==> config.mk <==
export PLATFORM = sky130hd
export DESIGN_NAME = mult_div_unit
export DESIGN_NICKNAME = d
export VERILOG_FILES = /design/src/rtl/mult_div_unit.sv
export SDC_FILE = /design/constraint.sdc
export NUM_CORES = 1
export LEC_CHECK = 0
export ABC_AREA = 1
export CORE_ASPECT_RATIO = 0.9
export CORE_MARGIN = 2
export CORE_UTILIZATION = 25
export DETAILED_ROUTE_END_ITERATION = 10
export PLACE_DENSITY_LB_ADDON = 0.3
export SETUP_SLACK_MARGIN = 0.3
export SLEW_MARGIN = 20
export SYNTH_ARGS = -nofsm -noshare
export SYNTH_HDL_FRONTEND = slang
export SYNTH_SLANG_ARGS = --single-unit
==> constraint.sdc <==
create_clock -name clock -period 4.9 [get_ports clock]
set_clock_uncertainty 0.15 [all_clocks]
set_input_delay 0.98 -clock clock [delete_from_list [all_inputs] [get_ports clock]]
set_output_delay 0.98 -clock clock [all_outputs]
set_load 0.01 [all_outputs]
==> src/rtl/mult_div_unit.sv <==
// rtl/mult_div_unit.sv - iterative HI/LO multiply/divide unit
//
// Purpose: executes MULT/MULTU/DIV/DIVU one radix-2 step per clock and holds the
//          result in HI/LO for MFHI/MFLO. MTHI/MTLO write HI/LO directly while idle.
// Ports:   clock, reset (sync, active-high)
//          start, op[1:0] (00 MULT, 01 MULTU, 10 DIV, 11 DIVU), operandA, operandB
//          writeHi, writeLo, writeData     MTHI/MTLO
//          busy, done, hi, lo              status and HI/LO registers
// Config:  MULDIV_FAST_MULT_EN - MULT/MULTU finish in a single step using '*'.
module mult_div_unit #(
    parameter int WIDTH = 32
) (
    input  logic             clock,
    input  logic             reset,
    input  logic             start,
    input  logic [1:0]       op,
    input  logic [WIDTH-1:0] operandA,
    input  logic [WIDTH-1:0] operandB,
    input  logic             writeHi,
    input  logic             writeLo,
    input  logic [WIDTH-1:0] writeData,
    output logic             busy,
    output logic             done,
    output logic [WIDTH-1:0] hi,
    output logic [WIDTH-1:0] lo
);
    localparam int CW = $clog2(WIDTH);
    localparam int W2 = 2 * WIDTH;

    typedef enum logic {IDLE, RUN} state_t;

    state_t            state_q;
    logic [CW-1:0]     cnt_q;
    logic [W2-1:0]     acc_q;       // mult: {partial, multiplier}; div: {remainder, dividend/quotient}
    logic [WIDTH-1:0]  opnd_q;      // mult: multiplicand magnitude; div: divisor magnitude
    logic              is_div_q;
    logic              neg_q;       // result sign flip (signA ^ signB)
    logic              sign_a_q;    // remainder follows dividend sign
    logic              div_zero_q;
    logic [WIDTH-1:0]  hi_q, lo_q;
    logic              busy_q, done_q;

    // operand preparation at accept time
    logic              sign_a, sign_b;
    logic [WIDTH-1:0]  mag_a, mag_b;

    // one iteration step and final result formatting
    logic [WIDTH:0]    add_sum, shifted, diff;
    logic [W2-1:0]     acc_d, prod;
    logic [WIDTH-1:0]  quo, rem, res_hi_d, res_lo_d;
    logic              last_step;

    always_comb begin
        sign_a = ~op[0] & operandA[WIDTH-1];
        sign_b = ~op[0] & operandB[WIDTH-1];
        mag_a  = sign_a ? -operandA : operandA;
        mag_b  = sign_b ? -operandB : operandB;
    end

    always_comb begin
        add_sum = {1'b0, acc_q[W2-1:WIDTH]} + (acc_q[0] ? {1'b0, opnd_q} : '0);
        shifted = acc_q[W2-1:WIDTH-1];
        diff    = shifted - {1'b0, opnd_q};
        if (is_div_q) begin
            // restoring division: keep the difference only when it did not go negative
            if (diff[WIDTH])
                acc_d = {shifted[WIDTH-1:0], acc_q[WIDTH-2:0], 1'b0};
            else
                acc_d = {diff[WIDTH-1:0], acc_q[WIDTH-2:0], 1'b1};
        end else begin
            acc_d = {add_sum, acc_q[WIDTH-1:1]};
        end
`ifdef MULDIV_FAST_MULT_EN
        if (!is_div_q)
            acc_d = W2'(opnd_q) * W2'(acc_q[WIDTH-1:0]);
        last_step = !is_div_q || (cnt_q == CW'(WIDTH - 1));
`else
        last_step = (cnt_q == CW'(WIDTH - 1));
`endif
        prod = neg_q ? -acc_d : acc_d;
        quo  = acc_d[WIDTH-1:0];
        rem  = acc_d[W2-1:WIDTH];
        if (is_div_q) begin
            // a zero divisor leaves |A| in the remainder, so re-signing it restores A
            res_lo_d = div_zero_q ? '1 : (neg_q ? -quo : quo);
            res_hi_d = sign_a_q ? -rem : rem;
        end else begin
            res_lo_d = prod[WIDTH-1:0];
            res_hi_d = prod[W2-1:WIDTH];
        end
    end

    always_ff @(posedge clock) begin
        if (reset) begin
            state_q    <= IDLE;
            cnt_q      <= '0;
            acc_q      <= '0;
            opnd_q     <= '0;
            is_div_q   <= 1'b0;
            neg_q      <= 1'b0;
            sign_a_q   <= 1'b0;
            div_zero_q <= 1'b0;
            hi_q       <= '0;
            lo_q       <= '0;
            busy_q     <= 1'b0;
            done_q     <= 1'b0;
        end else begin
            done_q <= 1'b0;
            case (state_q)
                IDLE: begin
                    if (start) begin
                        state_q    <= RUN;
                        busy_q     <= 1'b1;
                        cnt_q      <= '0;
                        is_div_q   <= op[1];
                        neg_q      <= sign_a ^ sign_b;
                        sign_a_q   <= sign_a;
                        div_zero_q <= (operandB == '0);
                        opnd_q     <= op[1] ? mag_b : mag_a;
                        acc_q      <= {{WIDTH{1'b0}}, (op[1] ? mag_a : mag_b)};
                    end else begin
                        if (writeHi) hi_q <= writeData;
                        if (writeLo) lo_q <= writeData;
                    end
                end
                RUN: begin
                    acc_q <= acc_d;
                    cnt_q <= cnt_q + 1'b1;
                    if (last_step) begin
                        hi_q    <= res_hi_d;
                        lo_q    <= res_lo_d;
                        busy_q  <= 1'b0;
                        done_q  <= 1'b1;
                        state_q <= IDLE;
                    end
                end
                default: state_q <= IDLE;
            endcase
        end
    end

    assign busy = busy_q;
    assign done = done_q;
    assign hi   = hi_q;
    assign lo   = lo_q;
endmodule

======== After elaboration in Yosys (flattened, before gate mapping) ========
Cells that the tools add are included.
word-level totals
  register bits after elaboration ......... 172
  output and inout port bits .............. 66
  word-level logic and storage cells ...... 69
cells by class
  add/subtract/negate cells ............... 8
  equality and inequality tests ........... 6
  mux-type cells .......................... 32
  bitwise logic cells ..................... 5
  reduce and logical (&&, ||, !) cells .... 6
operator list
  cell                                                              count
  32-bit two-way mux                                                16
  64-bit two-way mux                                                4
  32-bit negator                                                    4
  32-bit one-hot mux with 2 select lines                            2
  64-bit one-hot mux with 2 select lines                            1
  64-bit negator                                                    1
  32-bit by 32-bit adder with 33-bit output                         1
  33-bit by 32-bit subtractor with 33-bit output                    1
  32-bit zero test                                                  1
  5-bit one-hot mux with 2 select lines                             1
  2-bit != test (second input constant)                             4
  3-bit AND reduction                                               2
  5-bit by 1-bit adder with 5-bit output (second input constant)    1
  5-bit equality test (second input constant)                       1
  1-bit two-way mux                                                 5
  5-bit two-way mux                                                 1
  1-bit one-hot mux with 2 select lines                             2
  2-bit AND reduction                                               2
  1-bit AND                                                         2
  2-bit by 1-bit != test with 1-bit output (second input constant)  1
  1-bit inverter                                                    2
  2-bit OR reduction                                                1
  1-bit bitwise XOR                                                 1

======== Longest topological paths before layout ========
  depth after elaboration ................. 9
  depth in mapped cells ................... 38
  depth with buffers taken out ............ 38

======== Worst setup path after synthesis ========
OpenSTA, ideal clock, no wires.
  kind .................................... reg2reg
  from .................................... reg acc_q[31]
  to ...................................... reg hi_q[22], in the netlist hi[22]
  library setup time ...................... 0.119 ns
  arrival time ............................ 3.820 ns
  setup slack ............................. 0.810 ns
  stages on the path, launching flop included .. 38
  path buffers ............................ 0
  path through ............................ dfxtp_1 -> inv_1 -> ha_1 -> inv_1 -> fa_1 -> nand2_1 -> nand2_1 -> nand3_1 -> nand2_2 -> nand2_2 -> nand2_2 -> nand2_2 -> nand2_4 -> nand2_4 -> nand2_8 -> nand2_2 -> nand2_2 -> inv_1 -> [... 2 more ...] -> nor2_1 -> nand2_1 -> nor2_1 -> nand2_1 -> nor2_1 -> nand3_1 -> nor2_1 -> nand2_1 -> nand2_1 -> nand2_1 -> a21oi_2 -> nand2_1 -> nor2_2 -> nand2_1 -> nand2_1 -> nand2_1 -> nand3_1 -> a21oi_1
between the ends
  longest elaborated chain between the ends .. 8
ends and longest elaborated chain
  item                                                             line    text
  from (decl)                                                      34      logic [W2-1:0] acc_q;
  from (signal assigned)                                           120     acc_q <= {{WIDTH{1'b0}}, (op[1] ? mag_a : mag_b)};
  33-bit by 32-bit subtractor with 33-bit output                   63      diff = shifted - {1'b0, opnd_q};
  64-bit two-way mux                                               66      if (diff[WIDTH])
  64-bit two-way mux *                                             64      if (is_div_q) begin
  64-bit negator / 32-bit negator (equally long branches)          80, 86
  64-bit two-way mux / 32-bit two-way mux (equally long branches)  80, 86
  32-bit two-way mux *                                             83      if (is_div_q) begin
  32-bit two-way mux *                                             129     if (last_step) begin
  32-bit one-hot mux with 2 select lines *                         109     case (state_q)
  to (signal assigned)                                             122     if (writeHi) hi_q <= writeData;
  to (signal assigned)                                             130     hi_q <= res_hi_d;
  to (decl)                                                        40      logic [WIDTH-1:0] hi_q, lo_q;
Every way passes the cells marked *; elsewhere a longest branch is shown, timed or not. The select of a mux whose other input is x is not followed.
A chain may end at the register's enable or synchronous reset.

======== Worst setup path in the final report ========
  from .................................... reg opnd_q[16]
  to ...................................... reg hi_q[6], in the netlist hi[6]
between the ends
  longest elaborated chain between the ends .. 8
ends and longest elaborated chain
  item                                                             line    text
  from (decl)                                                      35      logic [WIDTH-1:0] opnd_q;
  from (signal assigned)                                           119     opnd_q <= op[1] ? mag_b : mag_a;
  33-bit by 32-bit subtractor with 33-bit output *                 63
  64-bit two-way mux *                                             66
  64-bit two-way mux *                                             64
  64-bit negator / 32-bit negator (equally long branches)          80, 86
  64-bit two-way mux / 32-bit two-way mux (equally long branches)  80, 86
  32-bit two-way mux *                                             83
  32-bit two-way mux *                                             129
  32-bit one-hot mux with 2 select lines *                         109
Marked as above.

==> impl_results.md <==
- Status: complete, no violations
- Critical path arrival: 4630 ps
- Mapped Avg Cell Area: 5.64 um^2
- Area delta synth->final: 20.9%
- Pre-CTS setup slack: 131 ps
- Final worst setup slack: approximately 520 ps
- Maxcap violations: 0
- Full die area: 0.0723 mm^2
- Slew @ Worst Pin: 1040 ps
- Critical path class: flip-flop to flip-flop
- Fin cells: about 4.2k
- Relative slew slack: 0.307
- ANT cells: 0
- Remaining antenna violation count after routing: 0
- Final worst-path cycle share: 0.895
- Global router's overall resource usage: 0.213
- Largest net degree at the start of global routing: 80
- Synth top area share: 0.199
- Synth Register Bits: 172
- Number of port buffers: 168
- R2R Setup Slk: 520 ps
- Routed wire length: 79.5 mm
- Synth top area cells: nand2_1 20%, dfxtp_1 20%, inv_1 11%
- Post-Syn Instances: 3,106
- Via count: 20.6k
- Detailed-route DRC error count: 0
- Top Ports: 169
- Critical R2R Capture: hi[6]
- Fin util: 0.304
- Hold Buf Count CTS: 0
- CP endpoint kind: flip-flop
- GP Congestion: ~0.97
- Sequential area share after synthesis: 0.196
- Critical Path Fanout Max: 7
- Post-DP HPWL: ~64 mm
- Global-route wire length before repair: ~120 mm
- Share of layout cells above drive strength 1: 0.0778
- Most common cell after layout, fill and taps aside: nand2_1
- Setup-failing EPs final: 0
- Asr flop ratio synth: 0
- Maximum clock path buffer count: 2
- Pwr dens: 238 mW/mm^2
- Skew-Pair Late Insertion Delay: 470 ps
- Initial antenna violation count: 1
- Worst Path Required: 5150 ps
- FF-to-FF path depth: 31
- CTS HTree Levels: 4
- Post-synth top flop: dfxtp_1
- Fin. Hold Viols: 0
- Clock slew at reported path FFs: 70 ps
- Filler cells: 8,013
- Initial Util: 0.251
- Vias in the first global route: 19.2k
- DP Area: 0.0204 mm^2
- TritonCTS clock tree: yes
- Fin area: approximately 0.021 mm^2
- Setup TNS: 0 ps
- Cell at the slowest stage of the critical path: ha_1
- Syn Nets: 3,281
- Hold path endpoint: cnt_q[3]
- Setup crit start kind: flip-flop
- Chip width: 283 um
- Die height: 255 um
- CTS root buf: clkbuf_16
- DRT Pass-1 Iters: 6
- Site Rows: 92
- Final nets: 3,426
- RSZ-0062 raised after global routing: yes
- Crit path largest cell delay: 410 ps
- Num CTS Buffers: 17
- Worst Hold Class: flip-flop to flip-flop
- Crit-path most repeated cell: nand2_1
- VDD IR max: between 150 and 200 uV
- Highest clock rate: 228 MHz
- YS warnings: 0
- Hold Crit Depth: 1
- EDFF count, synth: 0
- Sinks on Clock Net: around 170
- Synth unique cells: 58
- Critical R2R Launch: opnd_q[16]
- Vias per cell: just under 5
- Synth area leader: nand2_1
- Commonest cells after routing, fill and taps aside: 922 x nand2_1, 489 x inv_1, 280 x nor2_1
- Core area: 0.0698 mm^2
- GRT overflow: 0
- DR iter-0 viols: 2,157
- Max Slew Vio Count: 0
- Post-layout minimum cycle time: 4380 ps
- Wire per inst: 18.9 um
- Hold Path Origin: cnt_q[3]
- Leak pwr: 0.0104 uW
- Inst Count DP: 4,163
- Post-synthesis cell area: 0.0175 mm^2
metal layers:
| metal | GRT usage | wire length, um | vias to the layer above |
|---|---|---|---|
| li1 | - | - | 10232 |
| met1 | 0.288 | 35600 | 9452 |
| met2 | 0.348 | 35600 | 785 |
| met3 | 0.0326 | 5890 | 106 |
| met4 | 0.0673 | 2350 | 0 |
| met5 | 0 | 0 | - |
worst max-delay path: cells and delay by family (launching register included):
kind / cells / cell delay, ps
DFF: 1 / 340
xor gates and xnor gates: 1 / 140
adders and majority gates: 2 / 580
buffers and inverters: 3 / 300
and+or+nand+nor: 22 / 2330
AOI/OAI and AO/OA: 3 / 440
timing repair:
action / CTS / global route
setup buffers: 1 / 8
pin swaps: 0 / 13
endpoints found under the setup margin: 14 / 25
endpoints found under the hold margin: 0 / 0
gates resized for setup: 3 / 42
gates cloned: 0 / 0
how the worst max path moves through the flow:
stage                from     end  slack [ps]  cells past startpoint
6_report       opnd_q[16]   hi[6]         520                     31
5_1_grt         acc_q[31]   hi[6]         240                     36
4_1_cts         acc_q[31]  hi[30]         320                     36
3_5_place_dp    acc_q[31]  hi[30]         130                     36
3_3_place_gp    acc_q[31]  hi[22]         250                     37
2_1_floorplan   acc_q[31]  hi[22]         810                     37
metrics by stage:
stage                     power [uW]  hold slack, ps
after floorplan                 2870             278
after global placement          3610             302
after detailed placement        3600             302
after CTS                       4960             318
after global routing            5310             327
final                           5040             313
Yosys cell counts (12+ instances only):
library cell	count
nor3_1	32
nand3b_1	21
a22oi_1	15
xor2_1	56
o221ai_1	35
o22ai_1	12
nor2_1	286
a31oi_1	28
buf_1	15
dfxtp_1	172
nand4_1	32
nand3_1	204
inv_1	493
nand2_2	30
nand2_1	929
xnor2_1	27
clkbuf_1	77
buf_2	19
ha_1	70
o21ai_0	155
or2_2	17
nor2_2	26
a21oi_1	216
o211ai_1	27
sequential cells by signal, indices dropped and copies added (netlist names):
| name | flops |
|---|---|
| state_q | 1 |
| neg_q | 1 |
| done | 1 |
| div_zero_q | 1 |
| lo | 32 |
| hi | 32 |
| busy | 1 |
| opnd_q | 32 |
| cnt_q | 5 |
| acc_q | 64 |
| sign_a_q | 1 |
| is_div_q | 1 |
final cells by class:
cell class                      count  area, um^2  share of cell area
Clock inverter                     14         118             0.00555
Sequential cell                   172        3460               0.163
Inverter                          505        1900              0.0897
Timing Repair Buffer              243        2260               0.107
Multi-Input combinational cell   2312       11900               0.559
Tap cell                          940        1180              0.0555
Clock buffer                       18         429              0.0202
report_power, final:
| group | switching [uW] | internal (uW) | leakage, uW |
|---|---|---|---|
| sequential | 76.3 | 1480 | 0.00141 |
| combinational | 1410 | 695 | 0.00870 |
| clock | 671 | 701 | 0.000275 |
| total | 2160 | 2880 | 0.0104 |
cell families (layout without fill, tap and decap cells):
logic type      count (synthesis)  in the layout  share of synthesized area
xor+xnor                       83             83                     0.0415
fa+ha+maj                      72             72                     0.0522
flops                         172            172                      0.196
compound gates                540            540                      0.178
buf+inv                       622            780                      0.137
simple gates                 1617           1617                      0.394
No activity file was read; power rests on OpenSTA's default activity.
